`src/rtl/core_id_queue.sv`:
```
// Decode-to-execute operand queue with writeback forwarding and snooping.
// Optional load-use interlock enabled by CORE_ID_QUEUE_LOADUSE_EN.
module core_id_queue #(
  parameter int XLEN   = 64,
  parameter int DEPTH  = 2,
  parameter int NUM_WB = 2,
  parameter int CTRL_W = 96
) (
  input  logic                       clock,
  input  logic                       reset,
  input  logic                       flush,
  input  logic [XLEN-1:0]            flush_pc,
  input  logic                       in_valid,
  output logic                       in_ready,
  input  logic [4:0]                 in_rs,
  input  logic [4:0]                 in_rt,
  input  logic                       in_b_is_reg,
  input  logic [4:0]                 in_wreg,
  input  logic                       in_we,
  input  logic                       in_is_load,
  input  logic [CTRL_W-1:0]          in_ctrl,
  input  logic [XLEN-1:0]            in_pc,
  input  logic [XLEN-1:0]            in_A,
  input  logic [XLEN-1:0]            in_B,
  input  logic [NUM_WB-1:0]          wb_we,
  input  logic [NUM_WB*5-1:0]        wb_regnum,
  input  logic [NUM_WB*XLEN-1:0]     wb_data,
  output logic                       out_valid,
  input  logic                       out_ready,
  output logic [XLEN-1:0]            out_A,
  output logic [XLEN-1:0]            out_B,
  output logic [CTRL_W-1:0]          out_ctrl,
  output logic [XLEN-1:0]            out_pc,
  output logic [4:0]                 out_wreg,
  output logic                       out_we,
  output logic                       out_is_load,
  output logic [XLEN-1:0]            epc,
  output logic [$clog2(DEPTH+1)-1:0] count
);

  localparam int CW = $clog2(DEPTH + 1);
  localparam int PW = $clog2(DEPTH);

  typedef struct packed {
    logic [4:0]        rs;
    logic [4:0]        rt;
    logic              bisr;
    logic [4:0]        wreg;
    logic              we;
    logic              ld;
    logic [CTRL_W-1:0] ctrl;
    logic [XLEN-1:0]   pc;
    logic [XLEN-1:0]   a;
    logic [XLEN-1:0]   b;
  } ent_t;

  ent_t          ent_q [DEPTH];
  ent_t          ent_d [DEPTH];
  ent_t          new_e;
  logic [PW-1:0] wptr_q, wptr_d;
  logic [PW-1:0] rptr_q, rptr_d;
  logic [CW-1:0] cnt_q, cnt_d;
  logic [XLEN-1:0] epc_q, epc_d;
  logic          enq, deq, stall, nonempty;

  // Lowest-index writeback port matching a nonzero source wins.
  function automatic logic [XLEN-1:0] fwd(
    input logic [4:0]      r,
    input logic            en,
    input logic [XLEN-1:0] dflt
  );
    fwd = dflt;
    for (int p = NUM_WB - 1; p >= 0; p--) begin
      if (en && r != 5'd0 && wb_we[p] &&
          wb_regnum[5*p +: 5] == r)
        fwd = wb_data[XLEN*p +: XLEN];
    end
  endfunction

  function automatic logic [PW-1:0] inc(input logic [PW-1:0] p);
    inc = (p == PW'(DEPTH - 1)) ? '0 : p + PW'(1);
  endfunction

  assign nonempty  = cnt_q != '0;
  assign in_ready  = !reset && !flush && (cnt_q < CW'(DEPTH));
  assign out_valid = !reset && !flush && nonempty && !stall;
  assign enq       = in_valid && in_ready;
  assign deq       = out_valid && out_ready;

  assign out_A       = nonempty ? ent_q[rptr_q].a    : '0;
  assign out_B       = nonempty ? ent_q[rptr_q].b    : '0;
  assign out_ctrl    = nonempty ? ent_q[rptr_q].ctrl : '0;
  assign out_pc      = nonempty ? ent_q[rptr_q].pc   : '0;
  assign out_wreg    = nonempty ? ent_q[rptr_q].wreg : '0;
  assign out_we      = nonempty && ent_q[rptr_q].we;
  assign out_is_load = nonempty && ent_q[rptr_q].ld;
  assign epc         = epc_q;
  assign count       = cnt_q;

  // Build the incoming entry with writeback forwarding applied.
  always_comb begin
    new_e      = '0;
    new_e.rs   = in_rs;
    new_e.rt   = in_rt;
    new_e.bisr = in_b_is_reg;
    new_e.wreg = in_wreg;
    new_e.we   = in_we;
    new_e.ld   = in_is_load;
    new_e.ctrl = in_ctrl;
    new_e.pc   = in_pc;
    new_e.a    = fwd(in_rs, 1'b1, in_A);
    new_e.b    = fwd(in_rt, in_b_is_reg, in_B);
  end

  // Snoop resident entries; the enqueue slot takes the new entry.
  always_comb begin
    for (int i = 0; i < DEPTH; i++) begin
      ent_d[i] = ent_q[i];
      if (!flush) begin
        ent_d[i].a = fwd(ent_q[i].rs, 1'b1, ent_q[i].a);
        ent_d[i].b = fwd(ent_q[i].rt, ent_q[i].bisr,
                         ent_q[i].b);
        if (enq && wptr_q == PW'(i))
          ent_d[i] = new_e;
      end
    end
  end

  // Pointer, occupancy and exception-PC next state.
  always_comb begin
    wptr_d = wptr_q;
    rptr_d = rptr_q;
    cnt_d  = cnt_q;
    epc_d  = epc_q;
    if (flush) begin
      wptr_d = '0;
      rptr_d = '0;
      cnt_d  = '0;
      epc_d  = flush_pc;
    end else begin
      if (enq) wptr_d = inc(wptr_q);
      if (deq) begin
        rptr_d = inc(rptr_q);
        epc_d  = ent_q[rptr_q].pc;
      end
      unique case ({enq, deq})
        2'b10:   cnt_d = cnt_q + CW'(1);
        2'b01:   cnt_d = cnt_q - CW'(1);
        default: cnt_d = cnt_q;
      endcase
    end
  end

  // Queue state registers.
  always_ff @(posedge clock) begin
    if (reset) begin
      for (int i = 0; i < DEPTH; i++) ent_q[i] <= '0;
      wptr_q <= '0;
      rptr_q <= '0;
      cnt_q  <= '0;
      epc_q  <= '0;
    end else begin
      for (int i = 0; i < DEPTH; i++) ent_q[i] <= ent_d[i];
      wptr_q <= wptr_d;
      rptr_q <= rptr_d;
      cnt_q  <= cnt_d;
      epc_q  <= epc_d;
    end
  end

`ifdef CORE_ID_QUEUE_LOADUSE_EN
  logic       lu_q, lu_d;
  logic [4:0] luw_q, luw_d;

  // Remember a just-issued load so the next head can wait one cycle.
  always_comb begin
    lu_d  = 1'b0;
    luw_d = luw_q;
    if (!flush && deq) begin
      lu_d  = ent_q[rptr_q].ld && ent_q[rptr_q].we &&
              ent_q[rptr_q].wreg != 5'd0;
      luw_d = ent_q[rptr_q].wreg;
    end
  end

  assign stall = lu_q &&
    (ent_q[rptr_q].rs == luw_q ||
     (ent_q[rptr_q].bisr && ent_q[rptr_q].rt == luw_q));

  // Load-use interlock registers.
  always_ff @(posedge clock) begin
    if (reset) begin
      lu_q  <= 1'b0;
      luw_q <= '0;
    end else begin
      lu_q  <= lu_d;
      luw_q <= luw_d;
    end
  end
`else
  assign stall = 1'b0;
`endif

endmodule

```
`config.mk`:
```
export PLATFORM = sky130hd
export DESIGN_NAME = core_id_queue
export DESIGN_NICKNAME = d
export VERILOG_FILES = /design/src/rtl/core_id_queue.sv
export SDC_FILE = /design/constraint.sdc
export NUM_CORES = 2
export LEC_CHECK = 0
export CORE_ASPECT_RATIO = 2
export CORE_MARGIN = 2
export CORE_UTILIZATION = 25
export DETAILED_ROUTE_END_ITERATION = 10
export PLACE_DENSITY_LB_ADDON = 0.1
export SYNTH_ARGS = -nofsm -noshare
export SYNTH_HDL_FRONTEND = slang
export SYNTH_SLANG_ARGS = --single-unit
export TNS_END_PERCENT = 1
```
`constraint.sdc`:
```
create_clock -name clock -period 7.6 [get_ports clock]
set_input_delay 0.76 -clock clock [delete_from_list [all_inputs] [get_ports clock]]
set_output_delay 0.76 -clock clock [all_outputs]
set_load 0.01 [all_outputs]
```
==> reports/metrics.csv <==
stage,metric,value,unit
clock_tree,cts_resized,0,
clock_tree,root_buffer,clkbuf_16,
logic_synthesis,synthMuxAreaShare,0.0899,
status,status,"finished, final reports clean",
final_layout,final_nets,5634,
placed_design,place_worst_setup_slack,3.04,ns
logic_synthesis,synth_area_per_cell,7.70,µm²
clock_tree,cts_setup_buffers,0,
floorplan,start_util,0.251,
detailed_routing,drc_errors,0,
sta,setup_viol,0,
clock_tree,cts_hold_buf,0,
sta,whs,0.452,ns
global_route,grt.overflow.total,0,
logic_synthesis,synthFlopType,dfxtp_1,
sta,fin_crit_sh,0.623,
logic_synthesis,synthArstFlopShare,0,
sta,fin_skew,0.0230,ns
clock_tree,clk_path_buf_depth,3,
floorplan,core,0.141,mm²
sta,finalSetupTns,0,ns
logic_synthesis,synthTopCellsByArea,"dfxtp_1 39%, nand2_1 9.3%, mux2i_1 8.4%, a21oi_1 8.1%, nor2_1 5.4%",
clock_tree,cts_buffers,75,
final_layout,regArea,0.0136,mm²
sta,max-slew-margin-rel,0.172,
logic_synthesis,synthAdderAreaFrac,0.000354,
logic_synthesis,synthSimpleGateAreaFrac,0.156,
logic_synthesis,yosysMostFrequentCell,nand2_1,
sta,rsz0062_at_grt,false,
final_layout,drive_gt1_frac,0.0467,
logic_synthesis,synth_compound_area_frac,0.296,
floorplan,die_area,0.144,mm²
sta,final-hold-violation-count,0,
detailed_routing,top_layer_used,met5,
critical_path,crit_arrival,3.98,ns
global_route,grt_pass1_wl,264000,µm
placed_design,gp_congestion,0.851,
final_layout,n_fill_cell,15100,
final_layout,multi_input_area,0.0199,mm²
placed_design,numPortBuffers,877,
logic_synthesis,synth_common_cells,"872 x nand2_1, 681 x dfxtp_1, 571 x a21oi_1",
job,drv_cap,0,
clock_tree,cts_tree,yes,
floorplan,die_y,535,µm
global_route,antenna_found_initial,66,
min_path,hold_path.class,reg2reg,
clock_tree,htreeDepth,3,
logic_synthesis,synth_nets,5100,
critical_path,r2r_slack,3.78,ns
sta,report.final.slew_viol_count,0,
pwr,p_per_area,183,mW/mm²
sta,fmax,211,MHz
detailed_routing,drt_iter0_markers,2873,
global_route,grt_max_degree,168,
detailed_routing,wl_met2,88900,µm
clock_tree,path_clk_slew,0.06,ns
logic_synthesis,yosysSeqAreaShare,0.386,
placed_design,dpl.hpwl,119000,µm
detailed_routing,wl_met3,17200,µm
detailed_routing,firstDrtPassIters,6,
detailed_routing,wirelength,183000,µm
logic_synthesis,syn_inst,4584,
critical_path,cp-start-kind,register,
logic_synthesis,syn_area,0.0353,mm²
logic_synthesis,ys_types,55,
detailed_routing,wl_met1,70300,µm
pwr,ir_drop,166,µV
clock_tree,clock_latency,0.68,ns
sta,finalWorstPathRequiredPeriod,4.74,ns
critical_path,crit_fanout,45,
logic_synthesis,synthXorXnorAreaFrac,0.0159,
floorplan,fp.dieW,270,µm
detailed_routing,wl_per_cell,25.9,µm
detailed_routing,via_per_inst,5.26,
critical_path,cp.required,6.84,ns
logic_synthesis,synth_top_area_frac,0.386,
critical_path,cp-end-kind,primary output,
floorplan,std_cell_rows,195,
logic_synthesis,synth_top_family_by_area,compound AO/OA/AOI/OAI gates,
global_route,grtUsageTotal,0.243,
sta,setup_ws,2.86,ns
floorplan,io_pins,878,
detailed_routing,vias,37200,
final_layout,area_growth,35.5,%
pwr,p_leak,0.0149,µW
clock_tree,numClockSinks,681,
logic_synthesis,synth_area_leader_cell,dfxtp_1,
logic_synthesis,ys_warn_count,0,
sta,worst_pin_slew,1.21,ns
critical_path,worstRegToRegCells,7,
detailed_routing,antenna_left,0,
min_path,min_path_cells,2,
critical_path,path_class,reg2out,
logic_synthesis,ys_ff_latch,681,
global_route,grt_pass1_vias,36300,
logic_synthesis,synth_edf_count,0,
[kinds of logic (layout without fill, tap and decap cells)]
kind of cell / count (synthesis) / after routing
muxes: 315 / 315
DFF: 681 / 681
xor gates and xnor gates: 64 / 64
other: 0 / 18
and+or+nand+nor: 1421 / 1421
AOI/OAI and AO/OA: 1616 / 1616
buffers and inverters: 486 / 1081
adders and majority gates: 1 / 1
[worst max-delay path, cell delays in order (launching register included)]
cell and delay (ns):
dfxtp_4 0.94, buf_4 0.65, buf_4 0.69, mux2i_1 0.17
nor2_1 0.21, clkdlybuf4s50_1 0.59
[path summary, 6_finish.rpt]
path	to	startpoint
setup / recovery	out_B[48]	register
hold / removal	ent_q[0][217]	ent_q[0][217]
setup reg to reg	ent_q[1][110]	count[1]
hold reg to reg	ent_q[0][217]	ent_q[0][217]
[cell usage in the layout, fill, tap and decap left out, types with 8 or more instances in the layout]
| cell type | netlist | final |
|---|---|---|
| clkdlybuf4s50_1 | 0 | 875 |
| nand2_1 | 872 | 870 |
| dfxtp_1 | 681 | 680 |
| a21oi_1 | 571 | 571 |
| nor2_1 | 506 | 504 |
| mux2i_1 | 298 | 298 |
| o21ai_0 | 217 | 217 |
| a21o_1 | 173 | 173 |
| o221ai_1 | 128 | 128 |
| a22oi_1 | 128 | 128 |
| a211oi_1 | 128 | 128 |
| clkbuf_16 | 0 | 76 |
| o21a_1 | 66 | 66 |
| a311oi_1 | 64 | 64 |
| buf_4 | 6 | 59 |
| xnor2_1 | 50 | 50 |
| a211o_1 | 49 | 49 |
| o21ai_1 | 44 | 39 |
| diode_2 | 0 | 18 |
| mux2_2 | 17 | 17 |
| a221o_1 | 16 | 16 |
| o21bai_1 | 16 | 16 |
| clkbuf_8 | 0 | 16 |
| clkbuf_1 | 343 | 16 |
| xor2_1 | 14 | 14 |
| clkinv_2 | 0 | 14 |
| nand4_1 | 11 | 11 |
| bufinv_16 | 0 | 8 |
[power breakdown]
| part | internal (µW) | switching [µW] |
|---|---|---|
| clock network | 2290 | 1730 |
| logic | 460 | 568 |
| registers | 3660 | 55.8 |
| total | 6410 | 2350 |
[layer usage]
| layer | GRT usage | up-vias |
|---|---|---|
| met5 | 0 | - |
| met1 | 0.273 | 18000 |
| met2 | 0.420 | 1504 |
| met4 | 0.0858 | 94 |
| met3 | 0.0894 | 310 |
| li1 | - | 17300 |
[per-stage QoR]
stage | utilization | total power [µW] | cell area, µm² | instances
floorplan | - | 4230 | 35300 | 4584
global placement | 0.321 | 4820 | 45200 | 6912
detailed placement | 0.321 | 4820 | 45200 | 6912
CTS | 0.340 | 8900 | 47800 | 7050
global route | 0.340 | 9080 | 47800 | 7054
finish | 0.340 | 8770 | 47900 | 7068
[registers in the layout, indices dropped and copies added, names as in the netlist, named ones only]
signal  count
epc        64
wptr_q      1
count       2
ent_q     612
rptr_q      1
[layout make-up]
type,instances,area share
multi-input cells,3417,0.415
flip-flops and latches,681,0.285
repair buffers,941,0.195
well taps,1871,0.0489
clock buffers,108,0.0456
clock inverters,30,0.00912
diodes,18,0.000941
inverters,2,0.000157
Power figures use the tool's default switching activity.
